--- src/rtl/edge_arb_pkg.sv ---
// rtl/edge_arb_pkg.sv - shared state encodings for the edge event arbiter
package edge_arb_pkg;

    typedef enum logic [1:0] {
        ZERO,
        EDGE,
        ONE
    } edge_state_t;

    typedef enum logic {
        IDLE,
        OFFER
    } arb_state_t;

endpackage

--- src/rtl/edge_tick_fsm.sv ---
// rtl/edge_tick_fsm.sv - Moore rising-edge detector, one-cycle o_tick per 0->1 transition
module edge_tick_fsm
    import edge_arb_pkg::*;
(
    input  logic clk,
    input  logic reset,
    input  logic i_level,
    output logic o_tick
);

    edge_state_t r_state;
    logic        r_armed;

    // A level already high when reset releases has no preceding 0, so it is not an edge.
    always_ff @(posedge clk) begin
        if (reset) begin
            r_state <= ZERO;
            r_armed <= 1'b0;
            o_tick  <= 1'b0;
        end else begin
            r_armed <= r_armed | ~i_level;
            o_tick  <= 1'b0;
            case (r_state)
                ZERO: begin
                    if (i_level) begin
                        if (r_armed) begin
                            r_state <= EDGE;
                            o_tick  <= 1'b1;
                        end else begin
                            r_state <= ONE;
                        end
                    end
                end
                EDGE:    r_state <= i_level ? ONE : ZERO;
                ONE:     if (!i_level) r_state <= ZERO;
                default: r_state <= ZERO;
            endcase
        end
    end

endmodule

--- src/rtl/edge_event_arbiter.sv ---
// rtl/edge_event_arbiter.sv - round-robin arbiter over per-channel rising edges
// EDGE_ARB_SYNC_EN adds a 2-flop synchronizer on every i_level bit.
module edge_event_arbiter #(
    parameter int N_CH = 4,
    parameter int CH_W = $clog2(N_CH)
) (
    input  logic            clk,
    input  logic            reset,
    input  logic [N_CH-1:0] i_level,
    input  logic            i_ready,
    input  logic            i_ovr_clr,
    output logic            o_valid,
    output logic [CH_W-1:0] o_ch,
    output logic [N_CH-1:0] o_overrun
);
    import edge_arb_pkg::*;

    logic [N_CH-1:0] w_level;
    logic [N_CH-1:0] w_tick;
    logic [N_CH-1:0] w_acc_mask;
    logic [N_CH-1:0] w_remain;
    logic [N_CH-1:0] w_cand;
    logic            w_fsm_reset;
    logic            w_accept;

    logic [N_CH-1:0] r_pending;
    arb_state_t      r_state;
    logic [CH_W-1:0] r_rr;

    function automatic logic [CH_W-1:0] f_next(input logic [CH_W-1:0] c);
        if (int'(c) >= N_CH - 1) f_next = '0;
        else                     f_next = c + 1'b1;
    endfunction

    function automatic logic [CH_W-1:0] f_pick(input logic [N_CH-1:0] pend,
                                              input logic [CH_W-1:0] ptr);
        logic found;
        found  = 1'b0;
        f_pick = '0;
        for (int k = 0; k < N_CH; k++) begin
            int j;
            j = int'(ptr) + k;
            if (j >= N_CH) j = j - N_CH;
            if (!found && pend[j]) begin
                f_pick = CH_W'(j);
                found  = 1'b1;
            end
        end
    endfunction

`ifdef EDGE_ARB_SYNC_EN
    logic [N_CH-1:0] r_sync1;
    logic [N_CH-1:0] r_sync2;
    logic [1:0]      r_rst_pipe;

    always_ff @(posedge clk) begin
        if (reset) begin
            r_sync1 <= '0;
            r_sync2 <= '0;
        end else begin
            r_sync1 <= i_level;
            r_sync2 <= r_sync1;
        end
    end

    // Edge FSMs stay in reset until the synchronizer has refilled with live levels.
    always_ff @(posedge clk) begin
        r_rst_pipe <= {r_rst_pipe[0], reset};
    end

    assign w_level     = r_sync2;
    assign w_fsm_reset = reset | (|r_rst_pipe);
`else
    assign w_level     = i_level;
    assign w_fsm_reset = reset;
`endif

    for (genvar g = 0; g < N_CH; g++) begin : g_ch
        edge_tick_fsm u_edge (
            .clk    (clk),
            .reset  (w_fsm_reset),
            .i_level(w_level[g]),
            .o_tick (w_tick[g])
        );
    end

    assign w_accept   = o_valid & i_ready;
    assign w_acc_mask = w_accept ? (N_CH'(1) << o_ch) : '0;
    assign w_remain   = r_pending & ~w_acc_mask;
    assign w_cand     = r_pending | w_tick;

    always_ff @(posedge clk) begin
        if (reset) begin
            r_pending <= '0;
            o_overrun <= '0;
        end else begin
            r_pending <= w_remain | w_tick;
            o_overrun <= i_ovr_clr ? '0 : (o_overrun | (w_tick & r_pending & ~w_acc_mask));
        end
    end

    // Idle looks at this cycle's ticks too, so a fresh edge is offered without a bubble.
    always_ff @(posedge clk) begin
        if (reset) begin
            r_state <= IDLE;
            o_valid <= 1'b0;
            o_ch    <= '0;
            r_rr    <= '0;
        end else begin
            case (r_state)
                IDLE: begin
                    if (|w_cand) begin
                        r_state <= OFFER;
                        o_valid <= 1'b1;
                        o_ch    <= f_pick(w_cand, r_rr);
                    end
                end
                OFFER: begin
                    if (i_ready) begin
                        r_rr <= f_next(o_ch);
                        if (|w_remain) begin
                            o_ch <= f_pick(w_remain, f_next(o_ch));
                        end else begin
                            r_state <= IDLE;
                            o_valid <= 1'b0;
                        end
                    end
                end
                default: begin
                    r_state <= IDLE;
                    o_valid <= 1'b0;
                end
            endcase
        end
    end

endmodule

--- config.mk ---
export PLATFORM = sky130hd
export DESIGN_NAME = edge_event_arbiter
export DESIGN_NICKNAME = d
export VERILOG_FILES = /design/src/rtl/edge_arb_pkg.sv /design/src/rtl/edge_tick_fsm.sv /design/src/rtl/edge_event_arbiter.sv
export SDC_FILE = /design/constraint.sdc
export NUM_CORES = 1
export LEC_CHECK = 0
export CAP_MARGIN = 30
export CORE_AREA = 2 2 67 69
export CTS_BUF_LIST = sky130_fd_sc_hd__clkbuf_4
export DETAILED_ROUTE_END_ITERATION = 7
export DIE_AREA = 0 0 69 71
export DONT_BUFFER_PORTS = 1
export PLACE_DENSITY = 0.51
export SLEW_MARGIN = 10
export SYNTH_ARGS = -nofsm -noshare
export SYNTH_HDL_FRONTEND = slang
export SYNTH_SLANG_ARGS = --single-unit
--- constraint.sdc ---
create_clock -name clk -period 2.2 [get_ports clk]
set_input_delay 0.22 -clock clk [delete_from_list [all_inputs] [get_ports clk]]
set_output_delay 0.22 -clock clk [all_outputs]
set_load 0.01 [all_outputs]
==> flow_summary.yaml <==
grt:
  grt_pass1_vias: 1232
  grt_use_total_pct: 15.1
  overflow: 0
  grt_first_pass_wirelength_um: 5900
  antenna_found_initial: 0
  grt_max_degree: 18
yosys:
  syn_area_per_cell_um2: 8.54
  yosys_register_bits: 30
  ys_types: 44
  ys_seq_area_share_pct: 42.1
  syn_area_um2: 1430
  synth_nets: 179
  yosysWarnings: 0
  synth_cells: 167
routing:
  drtPass1Iterations: 4
  drtIter0Drc: 124
  drc: 0
  vias: 1308
  drt-total-wl_um: 3480
  via_per_inst: 5.74
  ant_nets: 0
  wl_per_cell_um: 15.3
setup_path:
  endpoint_kind: "register"
  r2r_cells: 7
  cp_num_buf_inv: 1
  slowest_delay_ns: 0.48
  critical_path_depth: 7
  startpoint: "o_ch[1]"
  r2r-start: "o_ch[1]"
  worst_ep_arrival_time_ns: 2.23
  critPathTopFamily: "compound AO/OA/AOI/OAI gates"
  crit_type: "register to register"
  worstPathCellList: "inv_1, ha_1, a31oi_1, nand2_1, o211ai_1, a21oi_1, a311oi_2"
  cp_max_fo: 6
  crit_slowest_cell: "a31oi_1"
  rr_endpoint: "o_ch[0]"
  worstSetupStartpointType: "register"
  ff2ff_setup_slack_ns: 0.23
  crit_path_end: "o_ch[0]"
  cp.required_ns: 2.46
floorplan:
  core_area_um2: 4200
  initial_core_util_pct: 33.9
  die_x_um: 69
  die_area_um2: 4900
  die_h_um: 71
  pin_count: 15
  rows: 24
placement:
  gp_congestion: 0.866
  place_ws_ns: 0.306
  port_buffers: 0
  dpl.hpwl_um: 2390
  postPlaceCellArea_um2: 1480
sta:
  min_period_ns: 1.97
  max_slew.worst_pin.slew_ns: 0.701
  finalHoldViolCount: 0
  fin_skew_ns: 0.0201
  setup_tns_ns: 0
  rsz0062_at_grt: "no"
  whs_ns: 0.0485
  setup_ws_ns: 0.229
  slew_viol_final: 0
  relSlewSlack_pct: 53.1
  fin_crit_sh_pct: 89.6
  timing.fmax_ghz: 0.507
  finalSetupViolations: 0
layout:
  layout_common_cells: "dfxtp_1 (30), nor2_1 (16), a21oi_1 (15)"
  layout_commonest_cell: "dfxtp_1"
  seq_area_um2: 601
  multi_input_area_um2: 753
  syn2layout_area_growth_pct: 11.4
  fin_util_pct: 37.8
  fillCellCount: 439
  antenna_cells: 0
  drive_above_1_share_pct: 10.8
  nets: 187
  stdcell_area_um2: 1590
clock_tree:
  clock-sinks: 30
  root_buffer: "clkbuf_4"
  cts.clk_slew.worst_paths_ns: 0.11
  clk-insertion-delay-late_ns: 0.34
  cts_buffers: 5
  cts_tree: "done"
  cts_buffer_depth: 2
  htreeDepth: 2
  postCtsSetupRepairBufs: 0
hold_path:
  worstHoldPathType: "input port to register"
run_status:
  status: "finished clean"
job:
  drv_cap: 0
pwr:
  leakage_nw: 0.558
  power.density_nw_per_um2: 758
  ir_worst_vdd_mv: 0.468
[power breakdown]
| group | total, mW | switching (mW) | leakage [nW] | internal [mW] |
|---|---|---|---|---|
| clock network | 0.320 | 0.201 | 0.0286 | 0.119 |
| registers | 0.632 | 0.0546 | 0.246 | 0.577 |
| logic | 0.253 | 0.144 | 0.283 | 0.109 |
[kinds of logic after synthesis]
logic type               synth area share [%]
AND/OR/NAND/NOR                          25.1
AO/OA/AOI/OAI                            23.2
flip-flops                               42.1
buffers and inverters                    5.09
adder cells (fa/ha/maj)                  3.51
multiplexers                            0.965
[worst reg2reg max path, cell delays in order (launching register included)]
cell,delay [ns]
dfxtp_1,0.46
inv_1,0.12
ha_1,0.21
a31oi_1,0.48
nand2_1,0.14
o211ai_1,0.12
a21oi_1,0.12
a311oi_2,0.26
[routing by layer]
layer  GRT usage [%]  routed length (um)
met1            19.8                1510
met2            22.5                1650
met3            5.27                 253
met4            6.97                  64
met5               0                   0
[repair_timing]
action	4_1_cts	5_1_grt
gates resized for setup	0	0
endpoints found under the hold margin	17	0
hold buffers	6	0
[synthesized netlist by cell type (all sizes together)]
master	number	area, um^2
a2111oi	1	15.0
a211o	1	10.0
a211oi	5	37.5
a21boi	1	7.51
a21oi	15	75.1
a22oi	2	15.0
a311o	1	10.0
a311oi	1	15.0
a31oi	4	25.0
a41oi	1	8.76
and2	2	13.8
and3	1	6.26
buf	4	20.0
clkbuf	3	11.3
dfxtp	30	601
ha	4	50.1
inv	11	41.3
mux2i	1	13.8
nand2	8	30.0
nand2b	4	25.0
nand3	7	35.0
nand3b	1	7.51
nand4	1	6.26
nand4b	1	8.76
nor2	16	60.1
nor2b	2	12.5
nor3	9	45.0
nor4	11	75.1
nor4b	1	15.0
o2111a	1	11.3
o211a	1	10.0
o211ai	2	15.0
o21a	1	7.51
o21ai	4	20.0
o21bai	1	7.51
o22ai	4	25.0
o31ai	1	7.51
o32ai	1	8.76
or2	1	8.76
or3b	1	8.76
[area by class of cell]
type | instances | area share [%]
flip-flops and latches | 30 | 37.8
repair buffers | 8 | 4.72
clock inverters | 3 | 1.02
clock buffers | 5 | 2.36
multi-input cells | 119 | 47.4
inverters | 11 | 2.60
well taps | 52 | 4.09
[sequential cells by signal (all words and copies together), names as in the netlist]
register / flops
g_ch.u_edge.r_state: 8
g_ch.u_edge.o_tick: 4
g_ch.u_edge.r_armed: 4
o_overrun: 4
r_pending: 4
o_ch: 2
r_rr: 2
o_valid: 1
r_state: 1
[how the worst min path moves through the flow]
stage / from / endpoint / slack, ns / cells past startpoint
after floorplan: i_ovr_clr / o_overrun[0] / 0.30 / 1
after global placement: reset / o_ch[0] / 0.29 / 1
after detailed placement: reset / g_ch[3].u_edge.r_armed / 0.29 / 1
after CTS: i_ready / r_rr[1] / 0.04 / 2
after global routing: i_ready / r_rr[1] / 0.04 / 2
final: i_ready / r_rr[1] / 0.05 / 2
[metrics by stage]
step | total power [mW] | cells
final | 1.20 | 228
after global routing | 1.27 | 228
after CTS | 1.21 | 228
after detailed placement | 0.875 | 214
after global placement | 0.870 | 214
after floorplan | 0.821 | 167
No activity file was read; power rests on OpenSTA's default activity.
